--- src/rtl/vrf_pkg.sv ---
// rtl/vrf_pkg.sv - shared vector register file constants and types
//
// Constants shared by the VRF and its writeback scheduler.
//   VRF_ADDR_W   : register address width
//   VRF_NUM_REGS : number of vector registers (one scoreboard bit each)
//   VRF_DATA_W   : vector register width
package vrf_pkg;

    localparam int VRF_ADDR_W   = 5;
    localparam int VRF_NUM_REGS = 32;
    localparam int VRF_DATA_W   = 64;

    typedef logic [VRF_ADDR_W-1:0] vrf_addr_t;

    // One-hot mask selecting a single register in the scoreboard.
    function automatic logic [VRF_NUM_REGS-1:0] reg_mask(input vrf_addr_t a);
        reg_mask    = '0;
        reg_mask[a] = 1'b1;
    endfunction

endpackage

--- src/rtl/vrf_wb_sched_if.sv ---
// rtl/vrf_wb_sched_if.sv - issue, writeback request and VRF write port bundle
//
// Signals:
//   iss_valid/iss_vd/iss_vs1/iss_vs2/iss_uses_vs1/iss_uses_vs2 : issue stage query
//   iss_ready                                                  : issue may proceed
//   req_valid/req_wa/req_wd                                    : packed FU writeback requests
//   req_ready                                                  : one-hot grant
//   wen/wa/wd                                                  : registered VRF write port
//   busy/idle/wb_err                                           : scoreboard status
// Modports: master = issue stage + FUs + VRF side, slave = scheduler.
interface vrf_wb_sched_if
    import vrf_pkg::*;
#(
    parameter int NUM_REQ = 3,
    parameter int DATA_W  = VRF_DATA_W,
    parameter int ADDR_W  = VRF_ADDR_W
);

    logic                      iss_valid;
    logic [ADDR_W-1:0]         iss_vd;
    logic [ADDR_W-1:0]         iss_vs1;
    logic [ADDR_W-1:0]         iss_vs2;
    logic                      iss_uses_vs1;
    logic                      iss_uses_vs2;
    logic                      iss_ready;

    logic [NUM_REQ-1:0]        req_valid;
    logic [NUM_REQ*ADDR_W-1:0] req_wa;
    logic [NUM_REQ*DATA_W-1:0] req_wd;
    logic [NUM_REQ-1:0]        req_ready;

    logic                      wen;
    logic [ADDR_W-1:0]         wa;
    logic [DATA_W-1:0]         wd;
    logic [VRF_NUM_REGS-1:0]   busy;
    logic                      idle;
    logic                      wb_err;

    modport master (
        output iss_valid, iss_vd, iss_vs1, iss_vs2, iss_uses_vs1, iss_uses_vs2,
        output req_valid, req_wa, req_wd,
        input  iss_ready, req_ready, wen, wa, wd, busy, idle, wb_err
    );

    modport slave (
        input  iss_valid, iss_vd, iss_vs1, iss_vs2, iss_uses_vs1, iss_uses_vs2,
        input  req_valid, req_wa, req_wd,
        output iss_ready, req_ready, wen, wa, wd, busy, idle, wb_err
    );

endinterface

--- src/rtl/rr_arbiter.sv ---
// rtl/rr_arbiter.sv - round-robin arbiter with last-granted pointer
//
// Ports:
//   clk, rst : clock, asynchronous active-low reset
//   req      : request vector
//   advance  : move the pointer to the current winner (when one exists)
//   gnt      : one-hot combinational grant, subset of req
module rr_arbiter #(
    parameter int N = 3
) (
    input  logic         clk,
    input  logic         rst,
    input  logic [N-1:0] req,
    input  logic         advance,
    output logic [N-1:0] gnt
);

    localparam int PW = (N > 1) ? $clog2(N) : 1;

    logic [PW-1:0] last;

    // Search begins one past the last winner, so the last winner has lowest priority.
    always_comb begin
        int idx;
        idx = 0;
        gnt = '0;
        for (int off = 1; off <= N; off++) begin
            idx = (int'(last) + off) % N;
            if ((gnt == '0) && req[idx]) begin
                gnt[idx] = 1'b1;
            end
        end
    end

    // Reset to N-1 so requester 0 is first in line.
    always_ff @(posedge clk or negedge rst) begin
        if (!rst) begin
            last <= PW'(N - 1);
        end else if (advance && (gnt != '0)) begin
            for (int i = 0; i < N; i++) begin
                if (gnt[i]) begin
                    last <= PW'(i);
                end
            end
        end
    end

endmodule

--- src/rtl/vrf_wb_sched.sv ---
// rtl/vrf_wb_sched.sv - VRF writeback scheduler and register busy scoreboard
//
// Ports:
//   clk  : clock, all state on the rising edge
//   rst  : asynchronous active-low reset
//   bus  : vrf_wb_sched_if.slave (issue query, FU writeback requests,
//          registered VRF write port, scoreboard status)
module vrf_wb_sched
    import vrf_pkg::*;
#(
    parameter int NUM_REQ = 3,
    parameter int DATA_W  = VRF_DATA_W,
    parameter int ADDR_W  = VRF_ADDR_W
) (
    input  logic           clk,
    input  logic           rst,
    vrf_wb_sched_if.slave  bus
);

    logic [NUM_REQ-1:0]      gnt;
    logic                    transfer;
    logic [ADDR_W-1:0]       win_wa;
    logic [DATA_W-1:0]       win_wd;

    logic                    wen_q;
    logic [ADDR_W-1:0]       wa_q;
    logic [DATA_W-1:0]       wd_q;
    logic [VRF_NUM_REGS-1:0] busy_q;
    logic                    err_q;

    logic [VRF_NUM_REGS-1:0] clr_mask;
    logic [VRF_NUM_REGS-1:0] set_mask;
    logic [VRF_NUM_REGS-1:0] eff_busy;
    logic                    iss_ok;
    logic                    iss_set;
    logic                    err_hit;

    rr_arbiter #(.N(NUM_REQ)) u_arb (
        .clk     (clk),
        .rst     (rst),
        .req     (bus.req_valid),
        .advance (transfer),
        .gnt     (gnt)
    );

    assign bus.req_ready = gnt;
    assign transfer      = |(bus.req_valid & gnt);

    always_comb begin
        win_wa = '0;
        win_wd = '0;
        for (int i = 0; i < NUM_REQ; i++) begin
            if (gnt[i]) begin
                win_wa = bus.req_wa[i*ADDR_W +: ADDR_W];
                win_wd = bus.req_wd[i*DATA_W +: DATA_W];
            end
        end
    end

    // The register being written this cycle is bypassed by the VRF, so it is
    // not a hazard for an instruction issuing in the same cycle.
    assign clr_mask = wen_q ? reg_mask(vrf_addr_t'(wa_q)) : '0;
    assign eff_busy = busy_q & ~clr_mask;

    assign iss_ok = !eff_busy[bus.iss_vd]
                  && !(bus.iss_uses_vs1 && eff_busy[bus.iss_vs1])
                  && !(bus.iss_uses_vs2 && eff_busy[bus.iss_vs2]);
    assign iss_set  = bus.iss_valid && iss_ok;
    assign set_mask = iss_set ? reg_mask(vrf_addr_t'(bus.iss_vd)) : '0;

    // A write to a register nobody is waiting on means a lost or duplicate
    // writeback; a same-cycle issue to that register legitimises it.
    assign err_hit = transfer && !busy_q[win_wa]
                   && !(iss_set && (bus.iss_vd == win_wa));

    always_ff @(posedge clk or negedge rst) begin
        if (!rst) begin
            wen_q  <= 1'b0;
            wa_q   <= '0;
            wd_q   <= '0;
            busy_q <= '0;
            err_q  <= 1'b0;
        end else begin
            wen_q <= transfer;
            if (transfer) begin
                wa_q <= win_wa;
                wd_q <= win_wd;
            end
            // Set is applied after clear so a same-register collision stays busy.
            busy_q <= (busy_q & ~clr_mask) | set_mask;
            if (err_hit) begin
                err_q <= 1'b1;
            end
        end
    end

    assign bus.iss_ready = iss_ok;
    assign bus.wen       = wen_q;
    assign bus.wa        = wa_q;
    assign bus.wd        = wd_q;
    assign bus.busy      = busy_q;
    assign bus.idle      = (busy_q == '0) && !wen_q;
    assign bus.wb_err    = err_q;

endmodule
--- src/flat_wrapper.sv ---
// flat-port wrapper written by rule: the top's interface ports become plain ports
module vrf_wb_sched_flat import vrf_pkg::*;
#(
    parameter int NUM_REQ = 3,
    parameter int DATA_W  = VRF_DATA_W,
    parameter int ADDR_W  = VRF_ADDR_W
)
  (clk, rst, bus_iss_valid, bus_iss_vd, bus_iss_vs1, bus_iss_vs2, bus_iss_uses_vs1, bus_iss_uses_vs2, bus_req_valid, bus_req_wa, bus_req_wd, bus_iss_ready, bus_req_ready, bus_wen, bus_wa, bus_wd, bus_busy, bus_idle, bus_wb_err);
  vrf_wb_sched_if #(.NUM_REQ(NUM_REQ), .DATA_W(DATA_W), .ADDR_W(ADDR_W)) bus_i ();
  input  logic clk;
  input  logic rst;
  input wire logic [$bits(bus_i.iss_valid)-1:0] bus_iss_valid;
  input wire logic [$bits(bus_i.iss_vd)-1:0] bus_iss_vd;
  input wire logic [$bits(bus_i.iss_vs1)-1:0] bus_iss_vs1;
  input wire logic [$bits(bus_i.iss_vs2)-1:0] bus_iss_vs2;
  input wire logic [$bits(bus_i.iss_uses_vs1)-1:0] bus_iss_uses_vs1;
  input wire logic [$bits(bus_i.iss_uses_vs2)-1:0] bus_iss_uses_vs2;
  input wire logic [$bits(bus_i.req_valid)-1:0] bus_req_valid;
  input wire logic [$bits(bus_i.req_wa)-1:0] bus_req_wa;
  input wire logic [$bits(bus_i.req_wd)-1:0] bus_req_wd;
  output wire logic [$bits(bus_i.iss_ready)-1:0] bus_iss_ready;
  output wire logic [$bits(bus_i.req_ready)-1:0] bus_req_ready;
  output wire logic [$bits(bus_i.wen)-1:0] bus_wen;
  output wire logic [$bits(bus_i.wa)-1:0] bus_wa;
  output wire logic [$bits(bus_i.wd)-1:0] bus_wd;
  output wire logic [$bits(bus_i.busy)-1:0] bus_busy;
  output wire logic [$bits(bus_i.idle)-1:0] bus_idle;
  output wire logic [$bits(bus_i.wb_err)-1:0] bus_wb_err;
  assign bus_i.iss_valid = bus_iss_valid;
  assign bus_i.iss_vd = bus_iss_vd;
  assign bus_i.iss_vs1 = bus_iss_vs1;
  assign bus_i.iss_vs2 = bus_iss_vs2;
  assign bus_i.iss_uses_vs1 = bus_iss_uses_vs1;
  assign bus_i.iss_uses_vs2 = bus_iss_uses_vs2;
  assign bus_i.req_valid = bus_req_valid;
  assign bus_i.req_wa = bus_req_wa;
  assign bus_i.req_wd = bus_req_wd;
  assign bus_iss_ready = bus_i.iss_ready;
  assign bus_req_ready = bus_i.req_ready;
  assign bus_wen = bus_i.wen;
  assign bus_wa = bus_i.wa;
  assign bus_wd = bus_i.wd;
  assign bus_busy = bus_i.busy;
  assign bus_idle = bus_i.idle;
  assign bus_wb_err = bus_i.wb_err;
  vrf_wb_sched #(.NUM_REQ(NUM_REQ), .DATA_W(DATA_W), .ADDR_W(ADDR_W)) u_core (.clk(clk), .rst(rst), .bus(bus_i));
endmodule
--- config.mk ---
export PLATFORM = sky130hd
export DESIGN_NAME = vrf_wb_sched_flat
export DESIGN_NICKNAME = d
export VERILOG_FILES = /design/src/rtl/vrf_pkg.sv /design/src/rtl/vrf_wb_sched_if.sv /design/src/rtl/rr_arbiter.sv /design/src/rtl/vrf_wb_sched.sv /design/src/flat_wrapper.sv
export SDC_FILE = /design/constraint.sdc
export NUM_CORES = 1
export LEC_CHECK = 0
export ABC_AREA = 1
export BUFFER_PORTS_ARGS = -buffer_cell sky130_fd_sc_hd__buf_4
export CAP_MARGIN = 20
export CELL_PAD_IN_SITES_DETAIL_PLACEMENT = 1
export CELL_PAD_IN_SITES_GLOBAL_PLACEMENT = 1
export CORE_ASPECT_RATIO = 0.5
export CORE_MARGIN = 2
export CORE_UTILIZATION = 32
export CTS_CLUSTER_SIZE = 24
export DETAILED_ROUTE_END_ITERATION = 7
export GPL_TIMING_DRIVEN = 0
export PLACE_DENSITY = 0.92
export SLEW_MARGIN = 20
export SYNTH_ARGS = -nofsm -noshare
export SYNTH_HDL_FRONTEND = slang
export SYNTH_SLANG_ARGS = --single-unit
--- constraint.sdc ---
create_clock -name clk -period 3.9 [get_ports clk]
set_clock_uncertainty 0.1 [all_clocks]
set_input_delay 0.39 -clock clk [delete_from_list [all_inputs] [get_ports clk]]
set_output_delay 0.39 -clock clk [all_outputs]
set_load 0.05 [all_outputs]
# After elaboration in Yosys (flattened, before gate mapping)
# Index checks and enable logic that the tools add are counted.
# op_classes
n_eq_ne,1
n_reduce_logical,29
n_addsub,3
n_div,3
bitwise_logic,6
muxes,41
n_lt_le_gt_ge,13
# op_table
op,count
64-bit two-way mux,3
"32-bit by 1-bit greater-or-equal comparator with 1-bit output, second input constant",3
"32-bit by 4-bit < comparator with 1-bit output, second input constant",3
"32-bit by 3-bit modulo with 32-bit output, second input constant",3
32-bit two-way mux,2
32-bit AND,1
32-bit zero test,1
32-bit NOT,1
32-bit OR,1
"5-bit by 6-bit < comparator with 1-bit output, second input constant",5
1-bit binary-select mux with 5-bit select,4
1-bit logical AND,17
1-bit two-way mux,15
5-bit two-way mux,3
1-bit demux with 5-bit select,2
"5-bit by 1-bit greater-or-equal comparator with 1-bit output, second input constant",2
3-bit two-way mux,3
"2-bit by 2-bit adder with 3-bit output, second input constant",2
1-bit binary-select mux with 2-bit select,3
1-bit demux with 2-bit select,3
1-bit zero test,6
3-bit zero test,2
2-bit two-way mux,3
3-bit OR,2
6 further kinds,6
# totals
output_inout_bits,108
wordCells,102
register_bits,105

# Logic depth before layout (Yosys ltp)
# depth
word_depth,21
mapped_depth,25
depth_no_buf,24

# Modules after synthesis
# From an unflattened synthesis, not the netlist that was laid out.
# unflattened
cells_unflattened,992
hier_area_um2,7224.4
# modules_own_cells
module,n_inst,seq_area_each_um2,area_each_um2,cells_per_inst
vrf_wb_sched,1,2577.5,6852.8,930
rr_arbiter,1,51.3,371.6,62

# Worst setup path before layout
# No wires, ideal clock.
# synth_timing
path_type,register to register
start,reg u_core.u_arb.last[1]
end,reg u_core.wd_q[52] (netlist: u_core.bus.wd[52])
arrival_ns,2.772
required_time_ns,3.638
stages_incl_launch_ff,18
path_buffers,2
path_slack_ns,0.866
setup_ns,0.162
period_less_slack_ns,3.034
cell_sequence,dfstp_2 -> ha_1 -> inv_2 -> nand2_1 -> nand2_1 -> nand3_2 -> nand4_1 -> nand2_1 -> o21ai_0 -> nand2_1 -> inv_1 -> nand2_1 -> o211ai_4 -> inv_2 -> clkbuf_1 -> buf_2 -> nand2_1 -> o211ai_1
# synth_between
elab_chain_len,16
word_cells_on_any_way,44
classes_between,add/sub: 3; div: 3; order compare: 6; mux: 21; bitwise: 3; reduce/logical: 8
# synth_rtl
item,line,text
"start, declared",rr_arbiter.sv:20,logic [PW-1:0] last;
"start signal, assigned",rr_arbiter.sv:38,last <= PW'(N - 1);
"start signal, assigned",rr_arbiter.sv:42,last <= PW'(i);
2-bit by 1-bit adder with 3-bit output,rr_arbiter.sv:28,idx = (int'(last) + off) % N;
32-bit by 3-bit modulo with 32-bit output,rr_arbiter.sv:28,
32-bit by 1-bit greater-or-equal comparator with 1-bit output (implied by the code) / 32-bit by 4-bit < comparator with 1-bit output (equally long branches),rr_arbiter.sv:30,gnt[idx] = 1'b1;
1-bit logical AND (implied by the code),rr_arbiter.sv:30,
1-bit two-way mux (implied by the code),rr_arbiter.sv:30,
1-bit demux with 2-bit select,rr_arbiter.sv:30,
3-bit two-way mux,rr_arbiter.sv:29,if ((gnt == '0) && req[idx]) begin
3-bit zero test,rr_arbiter.sv:29,
1-bit logical AND,rr_arbiter.sv:29,
3-bit two-way mux,rr_arbiter.sv:29,
3-bit zero test,rr_arbiter.sv:29,
1-bit logical AND,rr_arbiter.sv:29,
3-bit two-way mux (*),rr_arbiter.sv:29,
via bus_req_ready[0],flat_wrapper.sv:22,output wire logic [$bits(bus_i.req_ready)-1:0] bus_req_ready;
64-bit two-way mux (3 in series),vrf_wb_sched.sv:53,if (gnt[i]) begin
"end signal, assigned",vrf_wb_sched.sv:87,wd_q <= win_wd;
"end, declared",vrf_wb_sched.sv:27,logic [DATA_W-1:0] wd_q;
# The timed path passes the listed nets; every way through them passes the cells marked *. The select of a mux whose other input is x is not followed.
# A chain may end at the register's enable or synchronous reset.

# Worst setup path after layout
# layout_timing
start,reg u_core.wa_q[1] (netlist: u_core.bus.wa[1])
end,reg u_core.busy_q[0] (netlist: u_core.bus.busy[0])
# layout_between
elab_chain_len,16
word_cells_on_any_way,24
classes_between,order compare: 2; mux: 10; bitwise: 3; reduce/logical: 9
# layout_rtl
item,line,text
"start, declared",vrf_wb_sched.sv:26,logic [ADDR_W-1:0] wa_q;
"start signal, assigned",vrf_wb_sched.sv:86,wa_q <= win_wa;
5-bit by 6-bit < comparator with 1-bit output (implied by the code) / 5-bit by 1-bit greater-or-equal comparator with 1-bit output (equally long branches),vrf_pkg.sv:18,reg_mask[a] = 1'b1;
1-bit logical AND (implied by the code),vrf_pkg.sv:18,
1-bit two-way mux (implied by the code),vrf_pkg.sv:18,
1-bit demux with 5-bit select (*),--,
32-bit two-way mux (*),vrf_wb_sched.sv:62,assign clr_mask = wen_q ? reg_mask(vrf_addr_t'(wa_q)) : '0;
32-bit NOT (*),"vrf_wb_sched.sv:63, vrf_wb_sched.sv:90",
32-bit AND (*),"vrf_wb_sched.sv:63, vrf_wb_sched.sv:90",
1-bit binary-select mux with 5-bit select,vrf_wb_sched.sv:66,&& !(bus.iss_uses_vs1 && eff_busy[bus.iss_vs1])
1-bit two-way mux (implied by the code),vrf_wb_sched.sv:66,
1-bit logical AND,vrf_wb_sched.sv:66,
1-bit zero test,vrf_wb_sched.sv:66,
1-bit logical AND,vrf_wb_sched.sv:66,
1-bit logical AND,vrf_wb_sched.sv:67,&& !(bus.iss_uses_vs2 && eff_busy[bus.iss_vs2]);
1-bit logical AND,vrf_wb_sched.sv:68,assign iss_set = bus.iss_valid && iss_ok;
32-bit two-way mux,vrf_wb_sched.sv:69,assign set_mask = iss_set ? reg_mask(vrf_addr_t'(bus.iss_vd)) : '0;
32-bit OR (*),vrf_wb_sched.sv:90,busy_q <= (busy_q & ~clr_mask) | set_mask;
"end signal, assigned",vrf_wb_sched.sv:90,
"end, declared",vrf_wb_sched.sv:28,logic [VRF_NUM_REGS-1:0] busy_q;
# Mark *: on every way between the ends. The rest lies on a longest branch, timed or not. The select of a mux whose other input is x is not followed.

==> flow_summary.ini <==
[routing]
dr.pass1.iters = 5
drcViolationCount = 0
vias = 8806
vias_per_cell = 5.49
ant_nets = 0
drtIter0Drc = 659
post_drt_wl_per_cell_um = 21.4
wl_um = 34300

[yosys]
synth-seq-cells = 105
synthFlopType = dfrtp_1
synthSimpleGateAreaFrac = 0.256
yosysMostFrequentCell = nand2_1
synth_adder_area_share = 0.00722
avgSynthCellArea_um2 = 7.31
synth-edff-count = 0
synthCells = 948
synth_xor_area_frac = 0.00253
synth.largest_area_cell = dfrtp_1
syn_nets = 1182
synth_compound_area_frac = 0.263
yosysTopAreaCellShare = 0.375
ys_warn_count = 0
synthesis.area_um2 = 6930
synth_top_family_by_area = compound AO/OA/AOI/OAI gates
yosys-top-cells-count = 267 x nand2_1, 104 x dfrtp_1, 100 x inv_1
muxShareOfSynthArea = 0
seq_area_frac_synth = 0.379
ys_types = 41
ys_top_cells_by_area = dfrtp_1 38%, nand2_1 14%, o211ai_1 9.3%
synth-async-reset-ratio = 1.00

[critical_path]
cpLargestDelayFamily = simple AND/OR/NAND/NOR gates
cp_cell_sequence = inv_1 > nand3_1 > o21ai_0 > o211ai_1 > nand3_1 > nand2_1 > nand2_1 > nand3_1 > nand3_1 > nand3_1 > nor2_1 > inv_1 > clkbuf_1 > o31ai_1
path_buf_inv = 3
setup.worst_path.end_class = register
cpMaxStageDelayCell = o21ai_0
crit_arrival_ps = 3990
worstSetupPathType = register to register
slowest_delay_ps = 780
cp.required_ps = 4050
cp_common_cell = nand3_1
cp-start-kind = register
worst-path-max-fanout = 10

[layout]
num-nets-final = 1532
drive_gt1_frac = 0.305
n_fill_cell = 2717
antenna_cells = 0
area_growth_pct = 47.1

[grt]
grt_pass1_vias = 9117
grt_pass1_wl_um = 50900
grt_max_degree = 106
grt_use_total = 0.292
antenna_found_initial = 0
grt_overflow = 0

[sta]
max_slew_margin = 0.466
rsz0062_at_grt = no
hold_viol = 0
tightest_slew_ps = 793
drv_slew = 0
min_period_over_period = 0.985
fin_crit_ps = 3840
setup_viol = 0
clock.fmax_mhz = 260
setup_tns_ps = 0

[clocking]
cts.sinks = 105
clockRootBuffer = clkbuf_16
cts_buffer_depth = 2
htreeDepth = 3
cts.clk_slew.worst_paths_ps = 80
clkLatencyLatePin_ps = 360
cts_tree = yes
numCtsBuffers = 9

[run_status]
outcome = finished clean

[flow_run]
maxCapViolations = 0

[placement]
gp_congestion = 0.974
place_hpwl_um = 27200
numPortBuffers = 333

[die]
fp-row-count = 38
die-area_um2 = 22900
die_h_um = 108
ioPinCount = 338
die_w_um = 212
initial_core_util = 0.323
placeableCoreArea_um2 = 21400

[hold_path]
hold_path_class = input port to register
[worst min-delay path, stage by stage]
cell and delay, ps:
buf_4 80, nand2_1 40, o211ai_1 60
[path summary, 6_finish.rpt]
path                                   start                   end  slack [ps]  cells past startpoint
max                         u_core.bus.wa[1]    u_core.bus.busy[0]          60                     14
min                          bus_req_wd[178]     u_core.bus.wd[50]         140                      3
max reg2reg                 u_core.bus.wa[1]    u_core.bus.busy[0]          60                     14
min reg2reg                u_core.bus.wb_err     u_core.bus.wb_err         370                      2
max in group asynchronous                rst  u_core.u_arb.last[1]        2570                      3
min in group asynchronous                rst     u_core.bus.wd[49]         410                      2
[routing by layer]
metal / vias up / track usage / wire, µm
met4: 0 / 0.105 / 1130
met2: 400 / 0.518 / 17000
met1: 4327 / 0.356 / 13800
met5: - / 0 / 0
met3: 73 / 0.0534 / 2310
li1: 4006 / - / -
[logic make-up after synthesis]
group / after synthesis
fa+ha+maj: 4
xor+xnor: 2
simple gates: 414
compound gates: 262
flops: 105
buf+inv: 161
[cell usage in the layout (no fill, tap or decap), types with 13 or more instances in the layout]
cell type	instances
dfrtp_1	104
o21ai_0	36
buf_2	13
buf_4	336
nor2_1	17
inv_1	100
o211ai_1	86
a21oi_1	22
nand3_1	97
a22oi_1	60
nand2_1	266
clkbuf_1	32
o31ai_1	30
[cell type report]
| class | count | area, µm² | area share |
|---|---|---|---|
| Timing Repair Buffer | 339 | 2570 | 0.252 |
| Tap cell | 300 | 375 | 0.0368 |
| Inverter | 108 | 405 | 0.0397 |
| Buffer | 53 | 240 | 0.0235 |
| Clock inverter | 6 | 52.6 | 0.00515 |
| Sequential cell | 105 | 2630 | 0.258 |
| Clock buffer | 10 | 239 | 0.0234 |
| Multi-Input combinational cell | 682 | 3690 | 0.362 |
[metrics by stage]
stage	hold slack [ps]	instances	util	setup slack, ps	instance area, µm²
CTS	110	1597	0.471	50.3	10100
floorplan	-5.59	948	-	866	6930
global placement	356	1581	0.457	197	9810
global route	138	1603	0.476	5.75	10200
finish	141	1603	0.476	59.5	10200
detailed placement	360	1581	0.458	53.8	9810
[timing repair]
action | CTS | global route
hold endpoints to repair | 0 | 40
setup endpoints to repair | 0 | 90
hold buffers | 0 | 1
setup buffers | 0 | 4
gates resized for setup | 0 | 22
[sequential cells by signal, summed over array words and instances (netlist names)]
signal	flops
u_core.u_arb.last	2
u_core.bus.wa	5
u_core.bus.wen	1
u_core.bus.wb_err	1
u_core.bus.wd	64
u_core.bus.busy	32
Power is not shown: default switching activity piles up to over one toggle a cycle in this logic, so the estimate is an artifact.
